$ cat config.mk
export PLATFORM = sky130hd
export DESIGN_NAME = bram_port_sequencer_flat
export DESIGN_NICKNAME = d
export VERILOG_FILES = /design/src/rtl/bram_port_sequencer_if.sv /design/src/rtl/bram_port_sequencer.sv /design/src/flat_wrapper.sv
export SDC_FILE = /design/constraint.sdc
export NUM_CORES = 1
export LEC_CHECK = 0
export ABC_CLOCK_PERIOD_IN_PS = 4400
export CORE_MARGIN = 2
export CORE_UTILIZATION = 51
export DETAILED_ROUTE_END_ITERATION = 10
export GPL_TIMING_DRIVEN = 0
export PLACE_DENSITY = 0.85
export SYNTH_ARGS = -nofsm -noshare
export SYNTH_HDL_FRONTEND = slang
export SYNTH_SLANG_ARGS = --single-unit
$ cat constraint.sdc
create_clock -name clka -period 4.4 [get_ports clka]
set_input_delay 0.88 -clock clka [delete_from_list [all_inputs] [get_ports clka]]
set_output_delay 0.88 -clock clka [all_outputs]
set_load 0.01 [all_outputs]
$ cat src/rtl/bram_port_sequencer_if.sv
// Request/response handshake bundle between a client and the BRAM port sequencer.
// The client side drives requests and accepts responses.
interface bram_port_sequencer_if #(
  parameter int unsigned NB_COL     = 4,
  parameter int unsigned COL_WIDTH  = 8,
  parameter int unsigned ADDR_WIDTH = 9
) ();

  logic                            req_valid;
  logic                            req_ready;
  logic [ADDR_WIDTH-1:0]           req_addr;
  logic [NB_COL-1:0]               req_we;
  logic [NB_COL*COL_WIDTH-1:0]     req_wdata;
  logic                            rsp_valid;
  logic                            rsp_ready;
  logic [NB_COL*COL_WIDTH-1:0]     rsp_data;

  modport master (
    output req_valid, req_addr, req_we, req_wdata, rsp_ready,
    input  req_ready, rsp_valid, rsp_data
  );

  modport slave (
    input  req_valid, req_addr, req_we, req_wdata, rsp_ready,
    output req_ready, rsp_valid, rsp_data
  );

endinterface

$ cat src/rtl/bram_port_sequencer.sv
// Sequences valid/ready read/write requests onto one byte-enable BRAM port and
// returns read data in order through a credit-protected response FIFO.
module bram_port_sequencer #(
  parameter int unsigned NB_COL       = 4,
  parameter int unsigned COL_WIDTH    = 8,
  parameter int unsigned ADDR_WIDTH   = 9,
  parameter int unsigned READ_LATENCY = 2,
  parameter int unsigned FIFO_DEPTH   = 4
) (
  input  logic                        clka,
  input  logic                        rsta,
  bram_port_sequencer_if.slave        bus,
  output logic [ADDR_WIDTH-1:0]       addra,
  output logic [NB_COL*COL_WIDTH-1:0] dina,
  output logic [NB_COL-1:0]           wea,
  output logic                        ena,
  output logic                        regcea,
  output logic                        bram_rst,
  input  logic [NB_COL*COL_WIDTH-1:0] douta
);

  localparam int unsigned W  = NB_COL * COL_WIDTH;
  localparam int unsigned PW = (FIFO_DEPTH > 1) ? $clog2(FIFO_DEPTH) : 1;
  localparam int unsigned CW = $clog2(FIFO_DEPTH + 1);

  logic [READ_LATENCY-1:0] vld;
  logic [READ_LATENCY-1:0] vld_n;
  logic [CW-1:0]           inflight;
  logic [CW-1:0]           count;
  logic [CW:0]             outstanding;
  logic [PW-1:0]           wr_ptr;
  logic [PW-1:0]           rd_ptr;
  logic [W-1:0]            mem [FIFO_DEPTH];
  logic                    is_wr;
  logic                    credit_ok;
  logic                    accept;
  logic                    rd_accept;
  logic                    push;
  logic                    pop;

  // Credit counts reads already in the BRAM pipe plus data parked in the FIFO.
  always_comb begin
    inflight = '0;
    for (int i = 0; i < int'(READ_LATENCY); i++) begin
      inflight = inflight + CW'(vld[i]);
    end
  end

  assign outstanding = {1'b0, inflight} + {1'b0, count};
  assign credit_ok   = outstanding < (CW+1)'(FIFO_DEPTH);
  assign is_wr       = |bus.req_we;

  assign bus.req_ready = !rsta && (is_wr || credit_ok);
  assign accept        = bus.req_valid && bus.req_ready;
  assign rd_accept     = accept && !is_wr;

  assign addra    = bus.req_addr;
  assign dina     = bus.req_wdata;
  assign ena      = accept;
  assign wea      = accept ? bus.req_we : '0;
  assign regcea   = 1'b1;
  assign bram_rst = rsta;

  // Final pipe stage set means douta carries that read's data this cycle.
  assign push          = vld[READ_LATENCY-1];
  assign bus.rsp_valid = !rsta && (count != '0);
  assign bus.rsp_data  = mem[rd_ptr];
  assign pop           = bus.rsp_valid && bus.rsp_ready;

  assign vld_n = READ_LATENCY'({vld, rd_accept});

  always_ff @(posedge clka) begin
    if (rsta) begin
      vld    <= '0;
      wr_ptr <= '0;
      rd_ptr <= '0;
      count  <= '0;
    end else begin
      vld <= vld_n;
      if (push) wr_ptr <= wr_ptr + PW'(1);
      if (pop)  rd_ptr <= rd_ptr + PW'(1);
      case ({push, pop})
        2'b10:   count <= count + CW'(1);
        2'b01:   count <= count - CW'(1);
        default: count <= count;
      endcase
    end
  end

  // Storage only; contents are meaningless until written.
  always_ff @(posedge clka) begin
    if (!rsta && push) mem[wr_ptr] <= douta;
  end

  always_ff @(posedge clka) begin
    if (!rsta) begin
      assert (!(push && !pop && count == CW'(FIFO_DEPTH)))
        else $error("response FIFO overflow");
      assert (!(push && count == CW'(FIFO_DEPTH)))
        else $error("push into full response FIFO");
    end
  end

endmodule

$ cat src/flat_wrapper.sv
// flat-port wrapper written by rule: the top's interface ports become plain ports
module bram_port_sequencer_flat 
#(
  parameter int unsigned NB_COL       = 4,
  parameter int unsigned COL_WIDTH    = 8,
  parameter int unsigned ADDR_WIDTH   = 9,
  parameter int unsigned READ_LATENCY = 2,
  parameter int unsigned FIFO_DEPTH   = 4
)
  (clka, rsta, addra, dina, wea, ena, regcea, bram_rst, douta, bus_req_valid, bus_req_addr, bus_req_we, bus_req_wdata, bus_rsp_ready, bus_req_ready, bus_rsp_valid, bus_rsp_data);
  bram_port_sequencer_if #(.NB_COL(NB_COL), .COL_WIDTH(COL_WIDTH), .ADDR_WIDTH(ADDR_WIDTH)) bus_i ();
  input  logic clka;
  input  logic rsta;
  output logic [ADDR_WIDTH-1:0] addra;
  output logic [NB_COL*COL_WIDTH-1:0] dina;
  output logic [NB_COL-1:0] wea;
  output logic ena;
  output logic regcea;
  output logic bram_rst;
  input  logic [NB_COL*COL_WIDTH-1:0] douta;
  input wire logic [$bits(bus_i.req_valid)-1:0] bus_req_valid;
  input wire logic [$bits(bus_i.req_addr)-1:0] bus_req_addr;
  input wire logic [$bits(bus_i.req_we)-1:0] bus_req_we;
  input wire logic [$bits(bus_i.req_wdata)-1:0] bus_req_wdata;
  input wire logic [$bits(bus_i.rsp_ready)-1:0] bus_rsp_ready;
  output wire logic [$bits(bus_i.req_ready)-1:0] bus_req_ready;
  output wire logic [$bits(bus_i.rsp_valid)-1:0] bus_rsp_valid;
  output wire logic [$bits(bus_i.rsp_data)-1:0] bus_rsp_data;
  assign bus_i.req_valid = bus_req_valid;
  assign bus_i.req_addr = bus_req_addr;
  assign bus_i.req_we = bus_req_we;
  assign bus_i.req_wdata = bus_req_wdata;
  assign bus_i.rsp_ready = bus_rsp_ready;
  assign bus_req_ready = bus_i.req_ready;
  assign bus_rsp_valid = bus_i.rsp_valid;
  assign bus_rsp_data = bus_i.rsp_data;
  bram_port_sequencer #(.NB_COL(NB_COL), .COL_WIDTH(COL_WIDTH), .ADDR_WIDTH(ADDR_WIDTH), .READ_LATENCY(READ_LATENCY), .FIFO_DEPTH(FIFO_DEPTH)) u_core (.clka(clka), .rsta(rsta), .bus(bus_i), .addra(addra), .dina(dina), .wea(wea), .ena(ena), .regcea(regcea), .bram_rst(bram_rst), .douta(douta));
endmodule
==> flow_metrics.tcl, run 1 <==
set metrics [dict create \
    status "completed" \
    first_pass_iters 4 \
    coreArea_um2 10750 \
    clock_insertion_delay_worst_skew_ns 0.51 \
    fp.dieW_um 108.7 \
    fmax_ghz 0.2940 \
    mappedNetlistNets 368 \
    rsz0062_at_grt "false" \
    viasPerCell 5.103 \
    synthCells 279 \
    rows 38 \
    ctsResizeCount 0 \
    nets 507 \
    numCtsBuffers 17 \
    avgSynthCellArea_um2 20.02 \
    clkTransAtPathRegs_ns 0.06 \
    vias 2914 \
    final_cells 571 \
    min_period_ns 3.401 \
    synth_warnings 0 \
    critPathKind "in2out" \
    slowest_stage "or4_4" \
    cp.required_ns 3.52 \
    crit_path_end_kind "output pin" \
    io_pins 163 \
    synth.distinct_cells 28 \
    grt_antenna_before_repair 0 \
    ir_drop_v 0.0002274 \
    worst_path_dominant_cell_family "buffers and inverters" \
    period_share_pct 77.30 \
    worstPathArrival_ns 2.52 \
    port_buffers 120 \
    final_cell_area_um2 7614 \
    area_growth_pct 36.28 \
    grt_pass1_wl_mm 15.75 \
    fin_skew_ns 0.01143 \
    cts_buffer_depth 2 \
    avgRoutedWirePerCell_um 18.01 \
    dieArea_um2 11810 \
    placed_cell_area_um2 6968 \
    holdBufCountCts 0 \
    overflow 0 \
    ant_nets 0 \
    drive_gt1_share_pct 26.91 \
    power_density_nw_per_um2 405.9 \
    start_util_pct 51.99 \
    cpPeakStageDelay_ns 0.54 \
    crit_path_cell_trace "clkdlybuf4s50_1, or4_4, nor2_1, nor2_1, clkdlybuf4s50_1" \
    tns_ns 0 \
    cts_tree "done" \
    postCtsSetupBuffers 0 \
    grt_pass1_vias 3162 \
    hold_ws_ns 0.4779 \
    yosysSeqAreaShare_pct 72.74 \
    worstPathMaxFanout 2 \
    clock-sinks 139 \
    hold_path_class "reg2reg" \
    cts_root_buf "clkbuf_8" \
    finalSetupViolCount 0 \
    syn_area_um2 5587 \
    relSlewSlack_pct 40.60 \
    path_buf_inv 2 \
    grt_max_degree 33 \
    dr.first_iter.drc_count 107 \
    drcViolationCount 0 \
    track_usage_pct 18.57 \
    power.leakage_nw 2.584 \
    start_kind "input port" \
    diodes 0 \
    hold_viol_final 0 \
    crit_cells 5 \
    h-tree-depth 4 \
    cap_viol_max_count 0 \
    finalCoreUtilization_pct 70.85 \
    worst_pin_slew_ns 0.8911 \
    synth-seq-cells 139 \
    wl_mm 10.28 \
    placed_cells 539 \
    drv_slew 0 \
    holdPathStages 1 \
    routabilityCongestion 0.7401 \
    fp.dieH_um 108.7 \
    place_hpwl_mm 6.587 \
    r2r_cells 8 \
]
[path summary, 6_finish.rpt]
kind | from | end | slack [ns]
max | bus_req_we[1] | bus_req_ready | 1.0
min | u_core.vld[0]$_SDFF_PP0_ | u_core.vld[1]$_SDFF_PP0_ | 0.48
max reg2reg | u_core.count[0]$_SDFFE_PP0P_ | u_core.count[2]$_SDFFE_PP0P_ | 2.42
min reg2reg | u_core.vld[0]$_SDFF_PP0_ | u_core.vld[1]$_SDFF_PP0_ | 0.48
[per-layer routing]
layer	vias up	share of wire [%]	track usage, %
met4	0	0.89	6.044
li1	1324	-	-
met1	1455	39	21.25
met3	10	6.6	6.097
met5	-	0	0
met2	125	54	32.99
[per-stage QoR]
step / total power, mW / worst slack [ns]
4_1_cts: 3.122 / 0.9880
3_5_place_dp: 1.621 / 0.9961
5_1_grt: 3.176 / 0.8497
2_1_floorplan: 1.524 / 1.917
6_report: 3.091 / 0.9988
3_3_place_gp: 1.618 / 0.9684
[layout make-up]
cell class / instances / area, um^2
clock inverters: 9 / 158.9
multi-input cells: 83 / 1092
fillers: 705 / 3132
clock buffers: 23 / 486.7
plain buffers: 51 / 412.9
inverters: 6 / 22.52
repair buffers: 120 / 1201
well taps: 140 / 175.2
flip-flops and latches: 139 / 4064
[state kept, by name, summed over array words and instances (netlist names), named ones only]
| signal | cells |
|---|---|
| u_core.count | 3 |
| u_core.wr_ptr | 2 |
| u_core.vld | 2 |
| u_core.rd_ptr | 2 |
| u_core.mem | 128 |
[cell families after synthesis]
logic type	Yosys count	synth area share, %
simple gates	30	2.755
compound gates	6	0.7167
flops	139	72.74
other cells	1	0.06712
buf+inv	57	7.794
mux	33	13.21
fa+ha+maj	8	1.926
xor+xnor	5	0.7838
[synthesized netlist by cell type]
cell / instances / area [um^2]
a311oi_1: 1 / 8.760
xnor2_1: 1 / 8.760
edfxtp_1: 128 / 3844
conb_1: 1 / 3.750
nor2_1: 15 / 56.30
buf_4: 43 / 322.8
buf_12: 3 / 60.06
clkbuf_1: 1 / 3.750
ha_1: 7 / 87.58
inv_1: 6 / 22.52
o31ai_1: 1 / 7.510
or3_1: 1 / 6.260
fa_1: 1 / 20.02
nor2b_1: 2 / 12.51
nor3_1: 1 / 5.000
buf_2: 3 / 15.01
mux4_2: 30 / 675.7
dfxtp_1: 11 / 220.2
mux4_1: 2 / 52.55
nand2b_1: 1 / 6.260
a21oi_1: 2 / 10.01
or4_4: 1 / 11.26
buf_6: 1 / 11.26
and2_1: 9 / 56.30
o21ai_0: 1 / 5.000
xor2_1: 4 / 35.03
mux2i_1: 1 / 10.01
o311ai_0: 1 / 8.760
[power by group]
part	internal (mW)	switching [mW]	total, mW
logic	0.100	0.0508	0.151
clock network	0.997	0.500	1.50
registers	1.44	0.000595	1.44
total	2.54	0.551	3.09
[placed cells by master (no fill, tap or decap), types with 5 or more instances in the layout]
cell type        count
buf_4               43
and2_1               5
mux4_2              30
clkdlybuf4s50_1    120
clkbuf_16           16
inv_1                6
ha_1                 7
nor2_1              15
dfxtp_1             11
clkbuf_8             6
edfxtp_1           128
Power figures use the tool's default switching activity.
==> run 2: changes to the inputs <==
--- a/config.mk
+++ b/config.mk
@@ -5,12 +5,12 @@
 export SDC_FILE = /design/constraint.sdc
 export NUM_CORES = 1
 export LEC_CHECK = 0
-export ABC_CLOCK_PERIOD_IN_PS = 4400
+export ABC_CLOCK_PERIOD_IN_PS = 3150
 export CORE_MARGIN = 2
-export CORE_UTILIZATION = 51
+export CORE_UTILIZATION = 47
 export DETAILED_ROUTE_END_ITERATION = 10
 export GPL_TIMING_DRIVEN = 0
-export PLACE_DENSITY = 0.85
+export PLACE_DENSITY = 0.79
 export SYNTH_ARGS = -nofsm -noshare
 export SYNTH_HDL_FRONTEND = slang
 export SYNTH_SLANG_ARGS = --single-unit
==> constraint.sdc (replaced) <==
create_clock -name clka -period 3.15 [get_ports clka]
set_input_delay 0.63 -clock clka [delete_from_list [all_inputs] [get_ports clka]]
set_output_delay 0.63 -clock clka [all_outputs]
set_load 0.01 [all_outputs]
==> flow_metrics.tcl, run 2 (synthesized netlist as in run 1, its figures left out) <==
set metrics [dict create \
    avgRoutedWirePerCell_um 17.67 \
    diodes 0 \
    rsz0062_at_grt "false" \
    drive_gt1_share_pct 27.15 \
    io_pins 163 \
    drv_slew 0 \
    rows 39 \
    vias 2907 \
    worstPathArrival_ns 2.31 \
    postCtsSetupBuffers 0 \
    crit_path_end_kind "output pin" \
    ir_drop_v 0.0002643 \
    cp.required_ns 2.52 \
    r2r_start "u_core.count[0]$_SDFFE_PP0P_" \
    h-tree-depth 4 \
    numCtsBuffers 17 \
    fill_cells 759 \
    relSlewSlack_pct 39.76 \
    finalCoreUtilization_pct 66.23 \
    area_growth_pct 36.53 \
    use_met3_pct 6.802 \
    largest_register_ffs 128 \
    clkTransAtPathRegs_ns 0.05 \
    first_pass_iters 7 \
    violations "design-rule violations" \
    worst_pin_slew_ns 0.9035 \
    nets 507 \
    grt_max_degree 33 \
    ant_nets 0 \
    p_total_mw 4.366 \
    hold_viol_final 0 \
    coreArea_um2 11520 \
    start_util_pct 48.51 \
    place_hpwl_mm 6.489 \
    grt.busiest_layer "met2" \
    fp.dieW_um 113.0 \
    ctsResizeCount 0 \
    hold_path_class "reg2reg" \
    status "complete, but fails checks" \
    port_buffers 120 \
    critPathKind "reg2out" \
    grtUsageMet1_pct 19.27 \
    whs_endpoint "u_core.vld[1]$_SDFF_PP0_" \
    hold_ws_ns 0.4718 \
    clock_insertion_delay_worst_skew_ns 0.41 \
    grt_pass1_vias 3196 \
    overflow 0 \
    holdBufCountCts 0 \
    top_register "u_core.mem" \
    use_met2_pct 29.02 \
    power_density_nw_per_um2 572.4 \
    period_share_pct 93.48 \
    cap_viol_max_count 0 \
    cts_tree "done" \
    start_kind "register" \
    worstPathMaxFanout 4 \
    wl_mm 10.14 \
    largestRegisters "u_core.mem x128, u_core.count x3" \
    holdPathStages 1 \
    grt_antenna_before_repair 0 \
    grt_pass1_wl_mm 15.85 \
    fp.dieH_um 113.0 \
    worstReg2RegEnd "u_core.count[2]$_SDFFE_PP0P_" \
    drcViolationCount 7 \
    clock-sinks 139 \
    finalSetupViolCount 0 \
    ff2ff_setup_slack_ns 1.14 \
    dieArea_um2 12770 \
    r2r_cells 8 \
    final_cell_mix "edfxtp_1 (128), clkdlybuf4s50_1 (120), buf_4 (43)" \
    routabilityCongestion 0.7043 \
    fin_skew_ns 0.008602 \
    min_period_ns 2.945 \
    holdCritStartpoint "u_core.vld[0]$_SDFF_PP0_" \
    track_usage_pct 16.93 \
    power.leakage_nw 2.608 \
    layout_commonest_cell "edfxtp_1" \
    dr.first_iter.drc_count 148 \
    fmax_ghz 0.3396 \
    cts_root_buf "clkbuf_16" \
    viasPerCell 5.064 \
    cts_buffer_depth 2 \
]
[run 2: changes by cell type in the layout (fill, tap and decap cells not counted), sizes merged]
cell      change
clkinvlp      -4
clkinv        +5
clkbuf        -1
[run 2: cell type report]
class                      instances  area [um^2]  share of cell area (%)
clock inverter                    10        161.4                   2.116
inverter                           6        22.52                  0.2953
tap                              143        178.9                   2.346
buffer                            51        412.9                   5.413
timing repair buffer             120         1201                   15.75
sequential                       139         4064                   53.28
multi-input combinational         83         1092                   14.32
clock buffer                      22        494.2                   6.480
[run 2: metrics by stage]
stage                     setup WS (ns)  TNS [ns]  instances  area (um^2)
after floorplan                   1.007         0        279         5587
after global placement         -0.03573    -1.985        542         6967
after detailed placement         0.2396         0        542         6972
after CTS                        0.1703         0        574         7627
after global routing            0.08304         0        574         7627
final                            0.2054         0        574         7627
[run 2: power breakdown]
part | internal, mW | switching (mW) | total [mW] | leakage, nW
Combinational | 0.140 | 0.0699 | 0.210 | 1.04
Clock | 1.43 | 0.711 | 2.14 | 0.326
Sequential | 2.01 | 0.000871 | 2.02 | 1.24
[run 2: critical path, stage by stage, from the launching register on]
cell and delay (ns):
dfxtp_1 0.35, ha_1 0.20, ha_1 0.26, a311oi_1 0.32
nor2_1 0.11, nor2_1 0.11, clkdlybuf4s50_1 0.56
[run 2: worst max-delay path by stage]
stage / startpoint / to / slack, ns / depth (start not counted)
6_report: u_core.vld[1]$_SDFF_PP0_ / ena / 0.21 / 6
5_1_grt: u_core.vld[1]$_SDFF_PP0_ / ena / 0.08 / 6
2_1_floorplan: rsta / u_core.count[2]$_SDFFE_PP0P_ / 1.01 / 8
3_5_place_dp: rsta / u_core.count[2]$_SDFFE_PP0P_ / 0.24 / 9
3_3_place_gp: rsta / u_core.mem[0][15]$_DFFE_PP_ / -0.04 / 3
4_1_cts: u_core.vld[1]$_SDFF_PP0_ / ena / 0.17 / 6
[run 2: per-layer routing]
layer	part of all wire [%]	wire length, um
met1	39	3959
met2	52	5312
met3	7.6	771
met4	0.96	97
met5	0	0
==> run 3: changes to the inputs <==
--- a/config.mk
+++ b/config.mk
@@ -7,10 +7,11 @@
 export LEC_CHECK = 0
 export ABC_CLOCK_PERIOD_IN_PS = 3150
 export CORE_MARGIN = 2
-export CORE_UTILIZATION = 47
+export CORE_UTILIZATION = 49
+export CTS_BUF_LIST = sky130_fd_sc_hd__clkbuf_4 sky130_fd_sc_hd__clkbuf_8
 export DETAILED_ROUTE_END_ITERATION = 10
 export GPL_TIMING_DRIVEN = 0
-export PLACE_DENSITY = 0.79
+export PLACE_DENSITY = 0.82
 export SYNTH_ARGS = -nofsm -noshare
 export SYNTH_HDL_FRONTEND = slang
 export SYNTH_SLANG_ARGS = --single-unit
==> flow_metrics.tcl, run 3 (synthesized netlist as in run 1, its figures left out) <==
set metrics [dict create \
    routabilityCongestion 0.7800 \
    switching_power_mw 0.6467 \
    slowest_stage "clkdlybuf4s50_1" \
    critPathKind "reg2out" \
    overflow 0 \
    power_density_nw_per_um2 460.4 \
    drcViolationCount 0 \
    power_frac_clock_pct 33.5 \
    final_cell_mix "edfxtp_1 (128), clkdlybuf4s50_1 (120), buf_4 (43)" \
    critPathLaunch "u_core.vld[1]$_SDFF_PP0_" \
    fin_skew_ns 0.009905 \
    dr.first_iter.drc_count 117 \
    rsz0062_at_grt "false" \
    area_growth_pct 29.97 \
    min_period_ns 2.999 \
    worst_path_dominant_cell_family "buffers and inverters" \
    grt_pass1_wl_mm 15.92 \
    period_share_pct 95.21 \
    met2WireLength_mm 5.396 \
    r2r_start "u_core.count[0]$_SDFFE_PP0P_" \
    dp_worst_setup_slack_ns 0.2259 \
    crit_path_cell_trace "ha_1, ha_1, a311oi_1, nor2_1, nor2_1, clkdlybuf4s50_1" \
    wl_mm 10.15 \
    fill_cells 743 \
    worst_pin_slew_ns 0.8818 \
    fp.dieH_um 110.8 \
    dieArea_um2 12270 \
    avgRoutedWirePerCell_um 17.93 \
    start_util_pct 50.87 \
    hold_ws_ns 0.4809 \
    wl_met3_um 675 \
    switching_share_pct 19.34 \
    fp.dieW_um 110.8 \
    worstReg2RegEnd "u_core.count[2]$_SDFFE_PP0P_" \
    first_pass_iters 4 \
    h-tree-depth 4 \
    clkTransAtPathRegs_ns 0.07 \
    start_kind "register" \
    finalCoreUtilization_pct 66.11 \
    worst_slack_ns 0.1509 \
    ant_nets 0 \
    crit_path_end_kind "output pin" \
    cp.required_ns 2.52 \
    clock_insertion_delay_worst_skew_ns 0.43 \
    viasPerCell 5.115 \
    layout_commonest_cell "edfxtp_1" \
    postCtsSetupBuffers 0 \
    cap_viol_max_count 0 \
    cts_tree "done" \
    hold_viol_final 0 \
    crit_cells 6 \
    numCtsBuffers 17 \
    grt_max_degree 33 \
    ctsResizeCount 0 \
    power.leakage_nw 2.435 \
    diodes 0 \
    drive_gt1_share_pct 25.59 \
    worstPathMaxFanout 4 \
    p_total_mw 3.343 \
    highest_layer "met4" \
    cpPeakStageDelay_ns 0.54 \
    coreArea_um2 10980 \
    grt_pass1_vias 3137 \
    combPwrFrac_pct 6.3 \
    holdBufCountCts 0 \
    worstPathArrival_ns 2.37 \
    relSlewSlack_pct 41.21 \
    track_usage_pct 17.38 \
    ff2ff_setup_slack_ns 1.19 \
    p_int_mw 2.696 \
    vias 2895 \
    drv_slew 0 \
    largestRegisters "u_core.mem x128, u_core.count x3" \
    io_pins 163 \
    fmax_ghz 0.3334 \
    rows 38 \
    crit_end "ena" \
    largest_register_ffs 128 \
    wl_met1_mm 3.924 \
    nets 507 \
    port_buffers 120 \
    seqPwrFrac_pct 60.2 \
    status "completed" \
    cts_buffer_depth 2 \
    r2r_cells 8 \
    cts_root_buf "clkbuf_8" \
    path_buf_inv 1 \
    ir_drop_v 0.0002113 \
    top_register "u_core.mem" \
    place_hpwl_mm 6.894 \
    hold_path_class "reg2reg" \
    grt_antenna_before_repair 0 \
    holdCritStartpoint "u_core.vld[0]$_SDFF_PP0_" \
    finalSetupViolCount 0 \
    clock-sinks 139 \
]
run 3: how the worst min path moves through the flow:
stage / end / slack, ns / depth (start not counted)
finish: u_core.vld[1]$_SDFF_PP0_ / 0.48 / 1
global route: u_core.vld[1]$_SDFF_PP0_ / 0.48 / 1
CTS: u_core.vld[1]$_SDFF_PP0_ / 0.48 / 1
detailed placement: u_core.vld[1]$_SDFF_PP0_ / 0.47 / 1
global placement: u_core.vld[1]$_SDFF_PP0_ / 0.46 / 1
floorplan: u_core.vld[1]$_SDFF_PP0_ / 0.44 / 1
run 3: area by class of cell:
cell class	count	area (um^2)	share of cell area, %
sequential	139	4064	55.97
timing repair buffer	120	1201	16.54
multi-input combinational	83	1092	15.04
buffer	51	412.9	5.687
clock buffer	21	264.0	3.636
tap	140	175.2	2.413
clock inverter	6	28.78	0.3963
inverter	6	22.52	0.3102
run 3: routing by layer:
| metal | global-route usage, % | up-vias |
|---|---|---|
| li1 | - | 1317 |
| met1 | 19.51 | 1428 |
| met2 | 30.02 | 137 |
| met3 | 6.944 | 13 |
| met4 | 6.333 | 0 |
| met5 | 0 | - |
run 3: through the flow:
stage / TNS, ns / area (um^2) / instances
after floorplan: 0 / 5587 / 279
after global placement: -3.122 / 6963 / 539
after detailed placement: 0 / 6968 / 539
after CTS: 0 / 7261 / 566
after global routing: 0 / 7261 / 566
final: 0 / 7261 / 566
run 3: power by group through the flow:
stage	clock, mW	combinational, mW	sequential, mW
finish	1.12	0.210	2.01
global route	1.24	0.223	2.01
CTS	1.15	0.212	2.01
detailed placement	0	0.212	2.05
global placement	0	0.207	2.05
floorplan	0	0.0746	2.05
